## src/rtl/mux_scan_pkg.sv

```systemverilog
// Shared types for the 4:1 mux scan controller: FSM states, channel index,
// and the settle-counter width.
package mux_scan_pkg;

    typedef enum logic [1:0] {
        IDLE   = 2'd0,
        SETTLE = 2'd1,
        DONE   = 2'd2
    } scan_state_t;

    typedef logic [1:0] ch_idx_t;

    localparam int unsigned CNT_W   = 4;
    localparam ch_idx_t     CH_LAST = 2'd3;

endpackage

```

## src/rtl/mux_scan_ctrl_settle_counter.sv

```systemverilog
// Per-channel settle timer: counts enabled clocks and pulses tc on the
// clock that completes SETTLE_CYCLES, then restarts from zero.
module settle_counter
    import mux_scan_pkg::*;
#(
    parameter int unsigned SETTLE_CYCLES = 3
) (
    input  logic clk,
    input  logic rst_n,
    input  logic clear,
    input  logic enable,
    output logic tc
);

    localparam logic [CNT_W-1:0] CNT_LAST = CNT_W'(SETTLE_CYCLES - 1);

    logic [CNT_W-1:0] cnt;

    assign tc = enable && (cnt == CNT_LAST);

    always_ff @(posedge clk or negedge rst_n) begin
        if (!rst_n) begin
            cnt <= '0;
        end else if (clear) begin
            cnt <= '0;
        end else if (enable) begin
            cnt <= tc ? '0 : cnt + CNT_W'(1);
        end
    end

endmodule

```

## src/rtl/mux_scan_ctrl.sv

```systemverilog
// Scans a downstream 4:1 mux: steps the selects through all four channels,
// waits for the mux to settle on each, and presents the sampled 4-bit word.
//
//   state  | meaning
//   -------+----------------------------------------------------------
//   IDLE   | waiting for start; selects parked at channel a
//   SETTLE | select driven, settle timer running, sample w at terminal count
//   DONE   | data/valid held until the consumer takes the word
module mux_scan_ctrl
    import mux_scan_pkg::*;
#(
    parameter int unsigned SETTLE_CYCLES = 3
) (
    input  logic       clk,
    input  logic       rst_n,
    input  logic       start,
    input  logic       abort,
    input  logic       w,
    input  logic       ready,
    output logic       s0,
    output logic       s1,
    output logic [3:0] data,
    output logic       valid,
    output logic       busy
);

    scan_state_t state, state_nx;
    ch_idx_t     ch;
    logic [2:0]  shadow;
    logic        tc;
    logic        cnt_en;
    logic        cnt_clear;

    settle_counter #(
        .SETTLE_CYCLES(SETTLE_CYCLES)
    ) u_settle (
        .clk    (clk),
        .rst_n  (rst_n),
        .clear  (cnt_clear),
        .enable (cnt_en),
        .tc     (tc)
    );

    always_ff @(posedge clk or negedge rst_n) begin
        if (!rst_n) begin
            state <= IDLE;
        end else begin
            state <= state_nx;
        end
    end

    // Selects only move on a capture edge, so w is sampled after a full settle.
    always_ff @(posedge clk or negedge rst_n) begin
        if (!rst_n) begin
            ch     <= '0;
            shadow <= '0;
            data   <= '0;
        end else if (state == SETTLE) begin
            if (abort) begin
                ch <= '0;
            end else if (tc) begin
                if (ch == CH_LAST) begin
                    data <= {w, shadow};
                    ch   <= '0;
                end else begin
                    shadow[ch] <= w;
                    ch         <= ch + 2'd1;
                end
            end
        end
    end

    always_comb begin
        state_nx = state;
        case (state)
            IDLE: begin
                if (start) state_nx = SETTLE;
            end
            SETTLE: begin
                if (abort)                    state_nx = IDLE;
                else if (tc && ch == CH_LAST) state_nx = DONE;
            end
            DONE: begin
                if (ready) state_nx = start ? SETTLE : IDLE;
            end
            default: state_nx = IDLE;
        endcase
    end

    always_comb begin
        busy      = 1'b0;
        valid     = 1'b0;
        cnt_en    = 1'b0;
        cnt_clear = 1'b1;
        s0        = ch[0];
        s1        = ch[1];
        if (state == SETTLE) begin
            busy      = 1'b1;
            cnt_en    = !abort;
            cnt_clear = abort;
        end
        if (state == DONE) begin
            valid = 1'b1;
        end
    end

endmodule

```

## config.mk

```make
export PLATFORM = sky130hd
export DESIGN_NAME = mux_scan_ctrl
export DESIGN_NICKNAME = d
export VERILOG_FILES = /design/src/rtl/mux_scan_pkg.sv /design/src/rtl/mux_scan_ctrl_settle_counter.sv /design/src/rtl/mux_scan_ctrl.sv
export SDC_FILE = /design/constraint.sdc
export NUM_CORES = 1
export LEC_CHECK = 0
export BUFFER_PORTS_ARGS = -buffer_cell sky130_fd_sc_hd__buf_2
export CAP_MARGIN = 0
export CORE_MARGIN = 2
export CORE_UTILIZATION = 50
export CTS_BUF_LIST = sky130_fd_sc_hd__clkbuf_4 sky130_fd_sc_hd__clkbuf_8
export CTS_CLUSTER_SIZE = 10
export DETAILED_ROUTE_END_ITERATION = 6
export PLACE_DENSITY = 0.76
export SETUP_SLACK_MARGIN = 0.15
export SYNTH_ARGS = -nofsm -noshare
export SYNTH_HDL_FRONTEND = slang
export SYNTH_SLANG_ARGS = --single-unit
```

## constraint.sdc

```tcl
create_clock -name clk -period 1.4 [get_ports clk]
set_input_delay 0.07 -clock clk [delete_from_list [all_inputs] [get_ports clk]]
set_output_delay 0.07 -clock clk [all_outputs]
set_load 0.01 [all_outputs]
```

# Yosys cells after proc, flatten, opt, wreduce, memory -nomap -nowiden

Cells that the tools add are included.
W data, S select, Z words.

Input bits: 6
Output and inout bits: 8
Flip-flop bits (word level): 15

Mux-type cells: 19
Magnitude comparators: 2
Reductions and logical operators: 11
Equal/unequal tests: 7
$add $sub $neg: 2
Bitwise operators: 2

Operators with widths:

| operator              | count |
|---|---|
| $mux W2               | 7 |
| $mux W4               | 3 |
| $reduce_and A4 Y1     | 2 |
| $mux W1               | 6 |
| $pmux W2 S3           | 1 |
| $add A4 B1 Y4 const B | 1 |
| $eq A2 B2 Y1 const B  | 2 |
| $eq A4 B2 Y1 const B  | 1 |
| $ne A2 B2 Y1 const B  | 2 |
| $reduce_bool A2 Y1    | 2 |
| $bwmux W3             | 1 |
| $logic_and A1 B1 Y1   | 3 |
| $lt A2 B3 Y1 const B  | 1 |
| $ne A3 B3 Y1 const B  | 1 |
| $reduce_and A3 Y1     | 1 |
| $add A2 B1 Y2 const B | 1 |
| $demux W1 S2          | 1 |
| $eq A2 B1 Y1 const B  | 1 |
| $ge A2 B1 Y1 const B  | 1 |
| $logic_not A2 Y1      | 1 |
| $not A1 Y1            | 2 |
| $reduce_and A2 Y1     | 1 |
| $logic_not A1 Y1      | 1 |

# Logic depth before layout (Yosys ltp)

Depth in word-level cells: 7
Depth in mapped cells: 5
Gate-level depth less buffers: 5

# By module

From an unflattened synthesis, not the netlist that was laid out.

Cell total of the unflattened synthesis: 70
Area total of the unflattened synthesis: 787.0 sq um

Modules (own cells, without submodules):

| module         | cells each | times used | seq. area each (sq um) | area an instance (sq um) |
|---|---|---|---|---|
| mux_scan_ctrl  | 46         | 1          | 275.3                  | 565.5 |
| settle_counter | 24         | 1          | 100.1                  | 221.5 |

# Least setup slack after synthesis

No wires, ideal clock.

Path kind: register to register
Start: register ch[0]
End: register shadow[0]
Stages on the path, launching flop included: 5
Setup time: 0.127 ns
Buffers on the path: 0
Path slack: -0.087 ns
Required time: 1.273 ns
Arrival: 1.359 ns
Cell sequence: dfrtp_1 ha_1 nor3_1 nand3_1 mux2_1

Cells in the longest elaborated chain, start to end: 5
Elaborated cells on any way between the ends: 9
Those cells by class: order compare: 2; eq/ne: 1; mux: 3; bitwise: 1; reduce/logical: 2

Ends and longest elaborated chain:

| what                                                               | line                | RTL |
|---|---|---|
| start, declared                                                    | mux_scan_ctrl.sv:28 | `ch_idx_t ch;` |
| start signal, assigned                                             | mux_scan_ctrl.sv:67 | `ch <= ch + 2'd1;` |
| $lt A2 B3 Y1 (implied by the code) or $ge A2 B1 Y1 (tied branches) | mux_scan_ctrl.sv:66 | `shadow[ch] <= w;` |
| $logic_and A1 B1 Y1 (implied by the code)                          | mux_scan_ctrl.sv:66 |  |
| $mux W1 (implied by the code)                                      | mux_scan_ctrl.sv:66 |  |
| $demux W1 S2                                                       | mux_scan_ctrl.sv:66 |  |
| $bwmux W3                                                          | mux_scan_ctrl.sv:66 |  |
| end signal, assigned by index                                      | mux_scan_ctrl.sv:66 |  |
| end, declared                                                      | mux_scan_ctrl.sv:29 | `logic [2:0] shadow;` |

Several ways; a longest one is shown, not always the timed one.
A chain may end at the register's enable or synchronous reset.

# Worst setup path in the final report

Start: register u_settle.cnt[0]
End: register state[0]

Cells in the longest elaborated chain, start to end: 5

Ends and longest elaborated chain:

| what                               | line                               | RTL |
|---|---|---|
| start, declared                    | mux_scan_ctrl_settle_counter.sv:17 | `logic [CNT_W-1:0] cnt;` |
| start signal, assigned             | mux_scan_ctrl_settle_counter.sv:27 | `cnt <= tc ? '0 : cnt + CNT_W'(1);` |
| $eq A4 B2 Y1                       | mux_scan_ctrl_settle_counter.sv:19 | `assign tc = enable && (cnt == CNT_LAST);` |
| $logic_and A1 B1 Y1                | mux_scan_ctrl_settle_counter.sv:19 |  |
| $logic_and A1 B1 Y1                | mux_scan_ctrl.sv:81                | `else if (tc && ch == CH_LAST) state_nx = DONE;` |
| $ne A3 B3 Y1 (no source line)      | n/a                                |  |
| $reduce_and A3 Y1 (no source line) | n/a                                |  |
| end signal, assigned               | mux_scan_ctrl.sv:48                | `state <= state_nx;` |
| end, declared                      | mux_scan_ctrl.sv:27                | `scan_state_t state, state_nx;` |

No other way between the ends.

==> results.ini <==
[synth]
syn_inst = 62
ys_seq_area_share_pct = 48.5
yosysWarnings = 0
syn_area_um2 = 773
ys_ff_latch = 15
synth_cell_types = 22
synth_fp_nets = 74
syn_avg_cell_area_um2 = 12.5

[power]
combPwrFrac_pct = 32.0
p_switching_uw = 391
intPower_uw = 815
power_density_nw_per_um2 = 1110
p_clk_share_pct = 21.9
ir_drop_mv = 0.670
seqPwrFrac_pct = 46.1
switching_share_pct = 32.4
p_leak_uw = 0.000532

[place]
dp_cells = 96
place.gp.congestion = 0.731
port_buffers = 13
dpl.hpwl_mm = 1.05
pre_cts_ws_ps = -47.6

[timing]
worst_slew_pin_slew_ps = 333
relSlewSlack_pct = 77.8
timing.final.ws_setup_ps = -40.2
fin_worst_skew_ps = 3.25
hold_viol = 0
setup_viol = 5
rsz0062_at_grt = yes
setup_tns_ps = -103
fin_crit_sh_pct = 103
clock.fmax_mhz = 694
report.final.slew_viol_count = 0
min_period_ps = 1440
holdWs_ps = 46.5

[critical_path]
critPathTopFamily = flip-flops
crit_buf_inv = 3
rr_worst_depth = 7
slowest_delay_ps = 390
path_class = flip-flop to flip-flop
r2r_setup_slack_ps = -40
required_ps = 1580
cp_data_arrival_time_ps = 1620
endpoint_kind = flip-flop
r2r_start = u_settle.cnt[0]
crit_fanout = 6
path_cells = inv_2 > ha_4 > nor3b_4 > buf_4 > buf_6 > nand2_2 > a32o_1
crit_slowest_cell = dfrtp_1
cp-start-kind = flip-flop
timing.rr.end = state[0]

[clock_network]
path_clk_slew_ps = 90
cts_sinks = 15
cts_made_buffers = 3
insertion_delay_ps = 280
htreeDepth = 1
clock_path_buffers = 2
cts_tree = yes
cts_root_buf = clkbuf_4

[grt]
grt.met3_usage_pct = 2.55
use_met2_pct = 32.2
use_met1_pct = 21.0
grt_pass1_vias = 602
antenna_found_initial = 0
grt_pass1_wl_mm = 2.50
grt_remaining_overflow = 0
grt_use_total_pct = 18.1
grt_max_degree = 16
grt.busiest_layer = met2

[floorplanning]
core_region_area_um2 = 1470
num_io_pins = 14
initial_core_util_pct = 52.6
die-width_um = 43.3
num_rows = 14
die_y_um = 43.3
die_area_um2 = 1880

[detailed_routing]
antenna_left = 0
drcViolationCount = 0
drt_iter0_drc = 3
dr.pass1.iters = 3
via_per_inst = 5.25
avgRoutedWirePerCell_um = 15.0
num_vias = 557
wl_mm = 1.59

[finish]
final_cell_mix = dfrtp_1 (13), buf_2 (11), buf_4 (8), mux2_4 (7)
final_cells = 106
layout_commonest_cell = dfrtp_1
areaGrowthSynthToFinish_pct = 40.1
finish.net_count = 103
final_layout_size_suffix_gt1_share_pct = 60.0
diodes = 0

[flow_run]
max_cap_violations = 0

[min_path]
hold_depth = 2
hold_start = start
holdPathEnd = state[0]
hold_class = input port to flip-flop

[status]
violations = negative setup slack
status = finished, violations left

-- power groups by stage --
stage / logic (uW) / registers, uW / clock network [uW]
after floorplan: 156 / 571 / 0
after CTS: 314 / 553 / 272
after global routing: 423 / 568 / 278
after global placement: 277 / 563 / 0
final: 386 / 556 / 264
after detailed placement: 286 / 564 / 0
-- area by class of cell --
type / count / area [um2]
inverter: 5 / 18.8
timing repair buffer: 24 / 170
tap: 16 / 20.0
fill: 107 / 388
sequential: 15 / 378
multi-input combinational: 42 / 467
clock buffer: 4 / 30.0
-- per-stage QoR --
stage | util, % | total power [uW] | area (um2)
4_1_cts | 67.4 | 1140 | 992
2_1_floorplan | - | 727 | 800
6_report | 73.6 | 1210 | 1080
5_1_grt | 73.6 | 1270 | 1080
3_3_place_gp | 62.7 | 839 | 922
3_5_place_dp | 62.7 | 850 | 922
-- state kept, by name (all words and copies together) (netlist names) --
name / cells
data: 4
u_settle.cnt: 4
shadow: 3
ch: 2
state: 2
-- worst max path at each step --
stage	slack (ps)	cells after the start	to	from
after floorplan	-50	5	data[0]	u_settle.cnt[0]
after global placement	7	5	data[1]	u_settle.cnt[0]
after detailed placement	-50	5	data[2]	u_settle.cnt[0]
after CTS	-60	5	data[2]	u_settle.cnt[0]
after global routing	-100	7	state[0]	u_settle.cnt[0]
final	-40	7	state[0]	u_settle.cnt[0]
-- metal layers --
| metal | part of all wire (%) | vias to the layer above |
|---|---|---|
| met5 | 0 | - |
| met4 | 1.7 | 0 |
| met3 | 3.2 | 5 |
| met2 | 49 | 13 |
| met1 | 46 | 266 |
| li1 | - | 273 |
-- Yosys cell counts --
cell / n / share of area [%]
o21ai_0: 1 / 0.65
nor2_1: 4 / 1.9
mux2_1: 3 / 4.4
or2b_1: 1 / 0.97
nand2b_1: 2 / 1.6
nand4b_1: 1 / 1.1
nor3b_2: 1 / 1.6
mux2_4: 4 / 7.8
nor3b_4: 1 / 2.4
xnor2_1: 1 / 1.1
dfrtp_1: 15 / 49
nor3_1: 2 / 1.3
inv_1: 5 / 2.4
a32o_1: 1 / 1.3
and4bb_1: 1 / 1.6
nand2_1: 3 / 1.5
xor2_1: 1 / 1.1
ha_1: 6 / 9.7
nand3_4: 1 / 2.3
nand3_1: 5 / 3.2
o311ai_0: 2 / 2.3
and2b_2: 1 / 1.1
-- cell families after synthesis --
logic type / synth area share [%]
AND/OR/NAND/NOR: 20.7
flip-flops: 48.5
multiplexers: 12.1
adder cells (fa/ha/maj): 9.71
buffers and inverters: 2.43
AO/OA/AOI/OAI: 4.21
XOR/XNOR: 2.27
-- repair_timing --
action	in CTS	in global routing
endpoints found under the setup margin	14	16
pin swaps	1	6
hold buffers	1	0
endpoints found under the hold margin	15	0
setup buffers	3	2
resized for setup	2	20
No activity file was read; power rests on OpenSTA's default activity.
